==> config.mk <==
export PLATFORM = sky130hd
export DESIGN_NAME = recfn_to_int_seq
export DESIGN_NICKNAME = d
export VERILOG_FILES = /design/src/rtl/recfn_to_int_pkg.sv /design/src/rtl/recfn_to_int_core.sv /design/src/rtl/recfn_to_int_seq.sv
export SDC_FILE = /design/constraint.sdc
export NUM_CORES = 1
export LEC_CHECK = 0
export ABC_AREA = 1
export CAP_MARGIN = 20
export CORE_ASPECT_RATIO = 1.1
export CORE_MARGIN = 5
export CORE_UTILIZATION = 50
export CTS_CLUSTER_DIAMETER = 30
export DETAILED_ROUTE_END_ITERATION = 10
export PLACE_DENSITY = 0.71
export SYNTH_ARGS = -nofsm -noshare
export SYNTH_HDL_FRONTEND = slang
export SYNTH_SLANG_ARGS = --single-unit
==> constraint.sdc <==
create_clock -name clock -period 8.5 [get_ports clock]
set_clock_uncertainty 0.15 [all_clocks]
set_input_delay 1.7 -clock clock [delete_from_list [all_inputs] [get_ports clock]]
set_output_delay 1.7 -clock clock [all_outputs]
set_load 0.1 [all_outputs]
==> src/rtl/recfn_to_int_pkg.sv <==
// Shared constants and types for the recoded-single to 64-bit integer converter.
package recfn_to_int_pkg;

  localparam logic [2:0] RmRne = 3'd0;
  localparam logic [2:0] RmRtz = 3'd1;
  localparam logic [2:0] RmRdn = 3'd2;
  localparam logic [2:0] RmRup = 3'd3;
  localparam logic [2:0] RmRmm = 3'd4;

  localparam int unsigned FlagInvalid  = 2;
  localparam int unsigned FlagOverflow = 1;
  localparam int unsigned FlagInexact  = 0;

  typedef enum logic [1:0] {
    StIdle = 2'd0,
    StCalc = 2'd1,
    StResp = 2'd2
  } state_e;

  localparam logic [63:0] SatSignedMax   = 64'h7FFF_FFFF_FFFF_FFFF;
  localparam logic [63:0] SatSignedMin   = 64'h8000_0000_0000_0000;
  localparam logic [63:0] SatUnsignedMax = 64'hFFFF_FFFF_FFFF_FFFF;
  localparam logic [63:0] SatUnsignedMin = 64'h0000_0000_0000_0000;

endpackage

==> src/rtl/recfn_to_int_core.sv <==
// Combinational decode, align, round and saturate of a recoded single to int64/uint64.
module recfn_to_int_core
  import recfn_to_int_pkg::*;
(
  input  logic [32:0] in_i,
  input  logic [2:0]  rm_i,
  input  logic        signed_out_i,
  output logic [63:0] out_o,
  output logic [2:0]  flags_o
);

  logic        sign;
  logic [8:0]  exp;
  logic [23:0] sig;
  logic        is_zero, is_special, is_nan, exp_big, tiny;
  logic [6:0]  shamt;
  logic [87:0] aligned;
  logic [63:0] int_part;
  logic        guard, sticky, round_up;
  logic [64:0] mag;
  logic        ovf_raw, invalid, overflow, inexact;

  always_comb begin
    sign       = in_i[32];
    exp        = in_i[31:23];
    sig        = {1'b1, in_i[22:0]};
    is_zero    = (exp[8:6] == 3'b000);
    is_special = (exp[8:7] == 2'b11);
    is_nan     = is_special & exp[6];
    exp_big    = (exp >= 9'd320);
    tiny       = (exp < 9'd255);
    // Shift so bit 24 is the units bit: 24 fraction bits give guard at [23], sticky below.
    shamt      = 7'(exp - 9'd255);
    aligned    = {64'd0, sig} << shamt;

    int_part = '0;
    guard    = 1'b0;
    sticky   = 1'b0;
    if (!is_zero) begin
      if (tiny) begin
        sticky = 1'b1;
      end else if (!exp_big) begin
        int_part = aligned[87:24];
        guard    = aligned[23];
        sticky   = |aligned[22:0];
      end
    end

    case (rm_i)
      RmRne:   round_up = guard & (sticky | int_part[0]);
      RmRdn:   round_up = sign & (guard | sticky);
      RmRup:   round_up = ~sign & (guard | sticky);
      RmRmm:   round_up = guard;
      default: round_up = 1'b0;
    endcase

    mag = {1'b0, int_part} + {64'd0, round_up};

    if (signed_out_i) begin
      ovf_raw = sign ? (mag > {2'b01, 63'd0}) : (mag[64:63] != 2'b00);
    end else begin
      ovf_raw = sign ? (mag != '0) : mag[64];
    end

    invalid  = ~is_zero & (is_special | exp_big);
    overflow = ovf_raw & ~invalid;
    inexact  = (guard | sticky) & ~invalid & ~overflow;

    flags_o               = '0;
    flags_o[FlagInvalid]  = invalid;
    flags_o[FlagOverflow] = overflow;
    flags_o[FlagInexact]  = inexact;

    if (invalid || overflow) begin
      if (is_nan || !sign) begin
        out_o = signed_out_i ? SatSignedMax : SatUnsignedMax;
      end else begin
        out_o = signed_out_i ? SatSignedMin : SatUnsignedMin;
      end
    end else if (signed_out_i && sign) begin
      out_o = -mag[63:0];
    end else begin
      out_o = mag[63:0];
    end
  end

endmodule

==> src/rtl/recfn_to_int_seq.sv <==
// Three-state request/response wrapper around recfn_to_int_core.
// Optional sticky flag accumulator enabled by RECFN_TO_INT_STICKY_FLAGS_EN.
module recfn_to_int_seq
  import recfn_to_int_pkg::*;
(
  input  logic        clock,
  input  logic        reset,
  input  logic        io_req_valid,
  output logic        io_req_ready,
  input  logic [32:0] io_req_in,
  input  logic [2:0]  io_req_roundingMode,
  input  logic        io_req_signedOut,
  output logic        io_resp_valid,
  input  logic        io_resp_ready,
  output logic [63:0] io_resp_out,
  output logic [2:0]  io_resp_intExceptionFlags
`ifdef RECFN_TO_INT_STICKY_FLAGS_EN
  ,
  output logic [2:0]  io_flagsAccum,
  input  logic        io_flagsClear
`endif
);

  state_e      state_q, state_d;
  logic [32:0] in_q, in_d;
  logic [2:0]  rm_q, rm_d;
  logic        signed_q, signed_d;
  logic [63:0] out_q, out_d;
  logic [2:0]  flags_q, flags_d;
  logic [63:0] core_out;
  logic [2:0]  core_flags;

  recfn_to_int_core u_core (
    .in_i         (in_q),
    .rm_i         (rm_q),
    .signed_out_i (signed_q),
    .out_o        (core_out),
    .flags_o      (core_flags)
  );

  always_comb begin
    state_d  = state_q;
    in_d     = in_q;
    rm_d     = rm_q;
    signed_d = signed_q;
    out_d    = out_q;
    flags_d  = flags_q;
    case (state_q)
      StIdle: begin
        if (io_req_valid) begin
          in_d     = io_req_in;
          rm_d     = io_req_roundingMode;
          signed_d = io_req_signedOut;
          state_d  = StCalc;
        end
      end
      StCalc: begin
        out_d   = core_out;
        flags_d = core_flags;
        state_d = StResp;
      end
      StResp: begin
        if (io_resp_ready) state_d = StIdle;
      end
      default: state_d = StIdle;
    endcase

    io_req_ready              = (state_q == StIdle);
    io_resp_valid             = (state_q == StResp);
    io_resp_out               = out_q;
    io_resp_intExceptionFlags = flags_q;
  end

  always_ff @(posedge clock) begin
    if (reset) begin
      state_q  <= StIdle;
      in_q     <= '0;
      rm_q     <= '0;
      signed_q <= 1'b0;
      out_q    <= '0;
      flags_q  <= '0;
    end else begin
      state_q  <= state_d;
      in_q     <= in_d;
      rm_q     <= rm_d;
      signed_q <= signed_d;
      out_q    <= out_d;
      flags_q  <= flags_d;
    end
  end

`ifdef RECFN_TO_INT_STICKY_FLAGS_EN
  logic [2:0] accum_q, accum_d;

  always_comb begin
    accum_d = accum_q;
    if (state_q == StResp && io_resp_ready) accum_d = accum_q | flags_q;
    // A clear in the same cycle as a handshake drops that response's flags.
    if (io_flagsClear) accum_d = '0;
    io_flagsAccum = accum_q;
  end

  always_ff @(posedge clock) begin
    if (reset) accum_q <= '0;
    else       accum_q <= accum_d;
  end
`endif

endmodule

-- Word level (Yosys, flattened, before mapping)
Cells that the tools add are included.
W data, S select, Z words.
- $add $sub $neg: 3
- $mul: 0
- divide/modulo/power cells: 0
- order comparisons: 3
- eq/ne operators: 8
- shifts and indexed selects: 1
- multiplexer cells: 21
- bitwise gates (word level): 15
- reduce and logical (&&, ||, !) cells: 12
- operators with widths (cell ; count):
    $mux W64 ; 8
    $shl A24 B7 Y88 ; 1
    $add A64 B1 Y65 ; 1
    $gt A65 B64 Y1 const B ; 1
    $reduce_bool A65 Y1 ; 1
    $neg A64 Y64 ; 1
    $reduce_or A23 Y1 ; 1
    $ge A9 B9 Y1 const B ; 1
    $lt A9 B8 Y1 const B ; 1
    $mux W1 ; 9
    $and A1 B1 Y1 ; 8
    $sub A7 B7 Y7 const B ; 1
    $eq A3 B2 Y1 const B ; 2
    $logic_not A3 Y1 ; 2
    $pmux W2 S3 ; 1
    $eq A2 B2 Y1 const B ; 2
    $mux W2 ; 2
    $not A1 Y1 ; 4
    $pmux W1 S4 ; 1
    $reduce_and A2 Y1 ; 2
    $eq A3 B3 Y1 const B ; 1
    $or A1 B1 Y1 ; 3
    $eq A2 B1 Y1 const B ; 1
    $logic_not A2 Y1 ; 1
    6 further kinds ; 7
- register bits: 106
- bits in latches: 0
- bits in writable memories: 0
- ROM bits: 0
- input bits: 41
- output and inout port bits: 69
- logic and storage cells: 69
- memories: 0

-- Longest topological paths before layout
Gate-level depths: netlist of run 1.
- depth after elaboration: 16
- mapped depth: 47
- mapped depth without buffers: 43

-- By module
Synthesis of run 1 repeated with hierarchy kept, for this count alone.
- cells, all modules: 2178
- area total of the unflattened synthesis: 11674.9 µm²
- modules (own cells, without submodules) (module ; instances ; cells each ; area an instance (µm²) ; seq. area each (µm²)):
    recfn_to_int_core ; 1 ; 1634 ; 7671.1 ; 0.0
    recfn_to_int_seq ; 1 ; 544 ; 4003.8 ; 2122.0

-- Worst setup path before layout of run 1
No wires, ideal clock.
- kind: flip-flop to flip-flop
- start: reg in_q[23]
- end: reg out_q[29], in the netlist io_resp_out[29]
- setup time: 0.119 ns
- arrival time: 5.071 ns
- setup slack: 3.160 ns
- stages on the path, launching flop included: 44
- path buffers: 5
- clock period less this slack: 5.340 ns
- cell sequence: dfxtp_1 -> buf_4 -> inv_2 -> buf_4 -> ha_1 -> buf_2 -> clkbuf_1 -> nand3_1 -> nand2_1 -> nand2_1 -> nand3_1 -> nand2_1 -> nand2_1 -> nor2_1 -> nor4_1 -> nand3_1 -> nor4_1 -> nand3_1 -> [... 8 more ...] -> inv_1 -> ha_1 -> inv_1 -> nor2_1 -> nand2_1 -> nor2_1 -> nand3_1 -> nor2_1 -> nand3_1 -> inv_2 -> nand4_2 -> nand2_4 -> nand3_4 -> nand2_4 -> nand2_4 -> buf_6 -> nor2_1 -> nor2_1
- word-level cells in the longest chain between the ends: 16
- elaborated cells on any way between the ends: 35
- those cells by class: add/sub (3); order compare (3); shift (1); mux (15); bitwise (9); reduce/logical (4)
- RTL lines (what ; line ; text):
    start: declaration ; recfn_to_int_seq.sv:25 ; logic [32:0] in_q, in_d;
    start signal: assignment ; recfn_to_int_seq.sv:84 ; in_q <= in_d;
    $sub A7 B7 Y7 ; recfn_to_int_core.sv:33 ; shamt = 7'(exp - 9'd255);
    $shl A24 B7 Y88 ; recfn_to_int_core.sv:34 ; aligned = {64'd0, sig} << shamt;
    $reduce_or A23 Y1 ; recfn_to_int_core.sv:45 ; sticky = |aligned[22:0];
    $mux W1 ; recfn_to_int_core.sv:42 ; end else if (!exp_big) begin
    $mux W1 ; recfn_to_int_core.sv:40 ; if (tiny) begin
    $mux W1 ; recfn_to_int_core.sv:39 ; if (!is_zero) begin
    $or A1 B1 Y1 (on tied branches) ; recfn_to_int_core.sv:51, recfn_to_int_core.sv:52, recfn_to_int_core.sv:50 ;
    $and A1 B1 Y1 (on tied branches) ; recfn_to_int_core.sv:52, recfn_to_int_core.sv:50, recfn_to_int_core.sv:51 ;
    $pmux W1 S4 ; recfn_to_int_core.sv:49 ; case (rm_i)
    $add A64 B1 Y65 ; recfn_to_int_core.sv:57 ; mag = {1'b0, int_part} + {64'd0, round_up};
    $gt A65 B64 Y1, or another cell as far along ; recfn_to_int_core.sv:60 ; ovf_raw = sign ? (mag > {2'b01, 63'd0}) : (mag[64:63] != 2'b00);
    $mux W1 (on tied branches) ; recfn_to_int_core.sv:60, recfn_to_int_core.sv:62 ;
    $mux W1 ; recfn_to_int_core.sv:59 ; if (signed_out_i) begin
    $and A1 B1 Y1 ; recfn_to_int_core.sv:66 ; overflow = ovf_raw & ~invalid;
    $logic_or A1 B1 Y1 ; recfn_to_int_core.sv:74 ; if (invalid || overflow) begin
    $mux W64 (*) ; recfn_to_int_core.sv:74 ;
    end signal: assignment ; recfn_to_int_seq.sv:87 ; out_q <= out_d;
    end: declaration ; recfn_to_int_seq.sv:28 ; logic [63:0] out_q, out_d;
Mark *: on every way between the ends. The rest lies on a longest branch, timed or not.
A chain may end at the register's enable or synchronous reset.

-- Final worst setup path of run 1
- start: reg in_q[23]
- end: reg out_q[52], in the netlist io_resp_out[52]
The elaborated chain is that of the path after synthesis.

==> reports/metrics.yaml, run 1 <==
worst_setup_path:
  cp-end-kind: "flop"
  critPathLaunchType: "flop"
  cp-startpoint: "in_q[23]"
  worst-path-buf-inv: 4
  arrival_ps: 7650
  r2r_slack_ps: 960
  path_depth: 38
  crit_top_cell: "nand2_1"
  worstPathRequired_ps: 8610
  cp_max_fo: 35
  worst-r2r-cell-count: 38
  reg2reg_to: "io_resp_out[52]"
  crit_path_max_incr_delay_ps: 490
  r2r_start: "in_q[23]"
  slowest_stage: "ha_1"
  crit_type: "flop to flop"
  crit_end: "io_resp_out[52]"
  critical_path.top_delay_family: "simple AND/OR/NAND/NOR gates"
synthesis:
  synth.avg_cell_area_um2: 5.31
  muxShareOfSynthArea_pct: 0
  ys_warn_count: 0
  synth-simple-area-share_pct: 58.6
  syn_nets: 2155
  synthCells: 2108
  async_flop_share_pct: 0
  synth_fa_ha_area_share_pct: 0.670
  ys.flop_type: "dfxtp_1"
  synth_compound_area_share_pct: 8.17
  synth_top_family_by_area: "simple AND/OR/NAND/NOR gates"
  ys_top_cells_by_area: "nand2_1, dfxtp_1, nand3_1, nor2_1, inv_1"
  synthXorXnorAreaFrac_pct: 2.03
  synth-seq-cells: 106
  synth_top_area_share_pct: 20.3
  synth_edf_count: 0
  yosysUniqueCellTypes: 49
  netlist_area_um2: 11200
  ys_seq_area_share_pct: 18.9
  synth.largest_area_cell: "nand2_1"
placement:
  post-place-ws_ps: 1110
  place_inst: 2420
  gp_congestion: 1.04
  portBuffers: 109
  dp_hpwl_um: 34200
  dpl_cell_area_um2: 12200
grt:
  overflow: 0
  busiest_layer: "met2"
  grt_max_degree: 102
  grt_pass1_wl_um: 66900
  grt_pass1_vias: 12547
  met1_usage_pct: 41.1
  antenna_found_initial: 0
  grt_usage_pct: 32.2
  use_met2_pct: 53.6
  grt.met3_usage_pct: 5.09
clock_tree:
  cts_buffer_depth: 2
  cts_tree: "built"
  htree_levels: 3
  clk_latency_ps: 370
  cts_buffers: 9
  post_cts_buffers: 0
  cts-root-buf: "clkbuf_16"
  post_cts_resized: 0
  clk_pin_slew_worst_paths_ps: 80
  ctsHoldBuffers: 0
  clock-sinks: 106
power_and_ir_drop:
  power.density_nw_per_um2: 164
  seqPwrFrac_pct: 27.5
  power_leakage_nw: 6.47
  p_int_mw: 1.04
  p_switching_mw: 1.03
  pwr-share-comb_pct: 50.4
  p_clk_share_pct: 22.1
  sw_frac_of_total_pct: 49.8
  ir_worst_vdd_uv: 102
cells_and_area:
  instances_no_fill: 2436
  layout.cells.most_common: "nand2_1"
  drive_gt1_share_pct: 4.58
  nNetsFinal: 2183
  antennaDiodeCount: 0
  syn_to_final_growth_pct: 12.1
  layout_common_cells: "nand2_1, nor2_1, nand3_1, inv_1, clkdlybuf4s50_1"
  fin_area_um2: 12500
route:
  wl_per_cell_um: 17.6
  drt_iter0_drc: 1267
  antenna_left: 0
  first_pass_iters: 8
  routed_wl_um: 42900
  vias: 13829
  drc: 0
  viasPerCell: 5.68
sta:
  fin_crit_sh_pct: 88.7
  min_period_ps: 7540
  fin_ws_ps: 959
  max_slew_margin_pct: 30.7
  fmax_ghz: 0.133
  setup_viol_count_final: 0
  worstMarginPinSlew_ps: 1040
  whs_ps: 331
  setup_tns_ps: 0
  hold_violations: 0
  drv_slew: 0
  rsz0062_at_grt: "false"
die:
  dieArea_um2: 25500
  start_util_pct: 50.7
  rows: 57
  die_h_um: 167
  core_um2: 22100
  ios: 110
  die_w_um: 153
job:
  maxCapViolations: 0
worst_hold_path:
  hp-class: "flop to flop"
outcome:
  status: "completed"
==> worst min-delay path by stage <==
stage / from / to / depth (start not counted)
5_1_grt: io_resp_intExceptionFlags[1] / io_resp_intExceptionFlags[1] / 2
4_1_cts: rm_q[2] / rm_q[2] / 2
3_5_place_dp: rm_q[2] / rm_q[2] / 2
6_report: rm_q[2] / rm_q[2] / 2
3_3_place_gp: io_resp_intExceptionFlags[1] / io_resp_intExceptionFlags[1] / 2
2_1_floorplan: rm_q[2] / rm_q[2] / 2
==> area by class of cell <==
| type | instances | area [um^2] |
|---|---|---|
| Fill cell | 2381 | 9560 |
| Multi-Input combinational cell | 1694 | 7790 |
| Sequential cell | 106 | 2120 |
| Timing Repair Buffer | 123 | 1200 |
| Inverter | 202 | 758 |
| Tap cell | 295 | 369 |
| Clock buffer | 10 | 229 |
| Clock inverter | 6 | 80.1 |
==> through the flow <==
| stage | util [%] | power, mW |
|---|---|---|
| final | 56.8 | 2.06 |
| after global routing | 56.8 | 2.18 |
| after CTS | 56.8 | 2.04 |
| after detailed placement | 55.4 | 1.59 |
| after global placement | 55.4 | 1.58 |
| after floorplan | - | 1.33 |
==> sequential cells by signal (all words and copies together), names as in the netlist <==
signal,flops
in_q,33
io_resp_intExceptionFlags,3
io_resp_out,64
signed_q,1
state_q,2
rm_q,3
==> power by group through the flow <==
| stage | Sequential (mW) | Combinational, mW | Clock (mW) |
|---|---|---|---|
| final | 0.566 | 1.04 | 0.456 |
| after floorplan | 0.744 | 0.586 | 0 |
| after global placement | 0.576 | 1.00 | 0 |
| after global routing | 0.572 | 1.12 | 0.489 |
| after CTS | 0.566 | 1.01 | 0.460 |
| after detailed placement | 0.577 | 1.01 | 0 |
==> cell families (layout without fill, tap and decap cells) <==
family                     after synthesis  after routing
xor gates and xnor gates                26             26
adders and majority gates                6              6
buffers and inverters                  308            341
and+or+nand+nor                       1499           1499
DFF                                    106            106
AOI/OAI and AO/OA                      163            163
==> metal layers <==
metal,vias up,wire length [um]
li1,6824,-
met1,6257,17800
met2,648,19500
met3,100,3330
met4,0,2210
met5,-,0
==> synth_stat cells (2+ instances only) <==
| cell type | count |
|---|---|
| a21oi_1 | 33 |
| a22oi_1 | 6 |
| and2_1 | 5 |
| buf_1 | 13 |
| buf_2 | 40 |
| buf_4 | 15 |
| buf_6 | 4 |
| clkbuf_1 | 34 |
| dfxtp_1 | 106 |
| ha_1 | 6 |
| inv_1 | 189 |
| inv_2 | 12 |
| nand2_1 | 606 |
| nand2_2 | 14 |
| nand2_4 | 6 |
| nand3_1 | 312 |
| nand3_2 | 4 |
| nand3b_1 | 13 |
| nand4_1 | 73 |
| nor2_1 | 407 |
| nor2_2 | 16 |
| nor2_4 | 4 |
| nor2_8 | 2 |
| nor3_1 | 16 |
| nor4_1 | 13 |
| o21a_1 | 6 |
| o21ai_0 | 94 |
| o21ai_1 | 3 |
| o21ai_4 | 2 |
| o22ai_1 | 4 |
| o31ai_1 | 6 |
| o41ai_1 | 2 |
| or2_0 | 2 |
| xnor2_1 | 4 |
| xor2_1 | 22 |
==> worst min-delay path: cells and delay by family (launching register included) <==
kind / cells / cell delay (ps)
buffers and inverters: 1 / 70
AO/OA/AOI/OAI: 1 / 60
flip-flops: 1 / 310
Power figures use the tool's default switching activity.
==> inputs of run 2 (changes only) <==
CTS_CLUSTER_DIAMETER = unset   (was 30)
PLACE_DENSITY = 0.74   (was 0.71)
clock period = 6.9 ns   (was 8.5 ns; I/O delays follow)
==> run 2 against run 1 <==
- global-route usage up 0.97 points
- clock power rose by 24%
- flip-flop and latch count unchanged
- register-to-register slack got worse by 450 ps
- first-iteration DRC count is 3.8% lower
- clock-buffer cell count fell by 1
- die area did not move
- sequential share of layout area fell by 0.24 points
- final area grew 1.4%
- non-clock buffer count grew 21
- sequential power grew 23%
- critical path type unchanged
- critical endpoint is now io_resp_out[43]
- highest routed layer unchanged
==> reports/metrics.yaml, run 2 (synthesis gave the netlist of run 1 again) <==
worst_setup_path:
  cp-end-kind: "flop"  # unchanged
  cp_max_fo: 28  # was 35
  crit_type: "flop to flop"  # unchanged
  critical_path.top_delay_family: "simple AND/OR/NAND/NOR gates"  # unchanged
  slowest_stage: "ha_1"  # unchanged
  critPathLaunchType: "flop"  # unchanged
  worst-path-buf-inv: 4  # unchanged
  r2r_slack_ps: 510  # was 960 ps
  crit_end: "io_resp_out[43]"  # was io_resp_out[52]
  crit_path_max_incr_delay_ps: 380  # was 490 ps
  path_depth: 40  # was 38
  r2r_start: "in_q[23]"  # unchanged
  worstPathRequired_ps: 7030  # was 8610 ps
  arrival_ps: 6520  # was 7650 ps
  worst-r2r-cell-count: 40  # was 38
  cp-startpoint: "in_q[23]"  # unchanged
  reg2reg_to: "io_resp_out[43]"  # was io_resp_out[52]
  crit_top_cell: "nand2_1"  # unchanged
grt:
  grt_pass1_vias: 12718  # was 12547
  overflow: 0  # unchanged
  grt_usage_pct: 33.2  # was 32.2%
  grt_pass1_wl_um: 68600  # was 66900 um
  antenna_found_initial: 0  # unchanged
  grt_max_degree: 70  # was 102
route:
  vias: 14054  # was 13829
  antenna_left: 0  # unchanged
  routed_wl_um: 44000  # was 42900 um
  viasPerCell: 5.72  # was 5.68
  first_pass_iters: 6  # was 8
  drc: 0  # unchanged
  drt_iter0_drc: 1219  # was 1267
  wl_per_cell_um: 17.9  # was 17.6 um
clock_tree:
  clk_pin_slew_worst_paths_ps: 90  # was 80 ps
  cts_buffer_depth: 2  # unchanged
  cts_tree: "built"  # unchanged
  clk_latency_ps: 380  # was 370 ps
  cts_buffers: 9  # unchanged
  htree_levels: 3  # unchanged
  clock-sinks: 106  # unchanged
  cts-root-buf: "clkbuf_16"  # unchanged
die:
  die_h_um: 167  # unchanged
  start_util_pct: 50.7  # unchanged
  die_w_um: 153  # unchanged
  rows: 57  # unchanged
  ios: 110  # unchanged
  dieArea_um2: 25500  # unchanged
  core_um2: 22100  # unchanged
sta:
  setup_viol_count_final: 0  # unchanged
  max_slew_margin_pct: 29.1  # was 30.7%
  fin_crit_sh_pct: 92.6  # was 88.7%
  fmax_ghz: 0.156  # was 0.133 GHz
  whs_ps: 332  # was 331 ps
  min_period_ps: 6390  # was 7540 ps
  setup_tns_ps: 0  # unchanged
  fin_ws_ps: 508  # was 959 ps
  worstMarginPinSlew_ps: 1050  # was 1040 ps
  rsz0062_at_grt: "false"  # unchanged
  hold_violations: 0  # unchanged
  drv_slew: 0  # unchanged
cells_and_area:
  layout_common_cells: "nand2_1, nor2_1, nand3_1, inv_1, clkdlybuf4s50_1"  # unchanged
  fill_cells: 2363  # was 2381
  drive_gt1_share_pct: 5.69  # was 4.58%
  nNetsFinal: 2204  # was 2183
  layout.cells.most_common: "nand2_1"  # unchanged
  syn_to_final_growth_pct: 13.7  # was 12.1%
  largest_reg_flops: 64  # unchanged
  final_core_util_pct: 57.6  # was 56.8%
  antennaDiodeCount: 0  # unchanged
placement:
  post-place-ws_ps: 437  # was 1110 ps
  dp_hpwl_um: 35000  # was 34200 um
  gp_congestion: 1.03  # was 1.04
  portBuffers: 109  # unchanged
power_and_ir_drop:
  power_leakage_nw: 6.57  # was 6.47 nW
  power.density_nw_per_um2: 205  # was 164 nW/um^2
  ir_worst_vdd_uv: 136  # was 102 uV
  power_mw: 2.60  # was 2.06 mW
job:
  maxCapViolations: 0  # unchanged
worst_hold_path:
  hp-class: "flop to flop"  # unchanged
outcome:
  status: "completed"  # unchanged
## run 2: cell count changes in the layout (fill, tap and decap cells not counted), moves of 2 or more
cell    delta
buf_6      +4
buf_4     +17
inv_8      +2
nor2_1     -3
nor2_2     +2
## run 2: per-stage QoR
stage                     std cells  cell area [um^2]
after global placement         2441             12400
after global routing           2457             12700
after detailed placement       2441             12400
final                          2457             12700
after floorplan                2108             11200
after CTS                      2457             12700
## run 2: worst register-to-register path, delay by kind of cell, from the launching register on
family                   cells  cell delay (ps)
flip-flops                   1              370
buffers and inverters        4              690
AO/OA/AOI/OAI                2              510
adder cells (fa/ha/maj)      2              610
AND/OR/NAND/NOR             32             3950
## run 2: final cells by class
type / instances / area, um^2 / area share (%)
clock inverters: 7 / 68.8 / 0.541
well taps: 295 / 369 / 2.90
repair buffers: 144 / 1370 / 10.8
inverters: 202 / 763 / 6.00
clock buffers: 9 / 225 / 1.77
flip-flops and latches: 106 / 2120 / 16.7
multi-input cells: 1694 / 7810 / 61.4
## run 2: routing by layer
layer	vias up	track usage [%]	wire length, um
li1	6880	-	-
met5	-	0	0
met4	0	16.8	2520
met2	670	54.6	19700
met1	6368	42.4	18000
met3	136	4.93	3740
## run 2: timing repair
| action | in CTS | in global routing |
|---|---|---|
| gates resized for setup | 0 | 12 |
| hold buffers | 0 | 0 |
| setup endpoints to repair | 0 | 66 |
| buffers inserted | 0 | 0 |
## run 2: power breakdown
| group | switching (mW) | leakage (nW) | total, mW | internal, mW |
|---|---|---|---|---|
| sequential | 0.0352 | 0.872 | 0.697 | 0.662 |
| clock | 0.307 | 0.143 | 0.565 | 0.258 |
| combinational | 0.991 | 5.56 | 1.34 | 0.350 |
## run 2: worst min-delay path by stage
stage                                             from                            to  slack [ps]  cells past startpoint
after CTS                 io_resp_intExceptionFlags[0]  io_resp_intExceptionFlags[0]         330                      2
final                     io_resp_intExceptionFlags[0]  io_resp_intExceptionFlags[0]         330                      2
after floorplan                                rm_q[2]                       rm_q[2]         290                      2
after global routing      io_resp_intExceptionFlags[0]  io_resp_intExceptionFlags[0]         340                      2
after global placement    io_resp_intExceptionFlags[1]  io_resp_intExceptionFlags[1]         310                      2
after detailed placement  io_resp_intExceptionFlags[0]  io_resp_intExceptionFlags[0]         320                      2
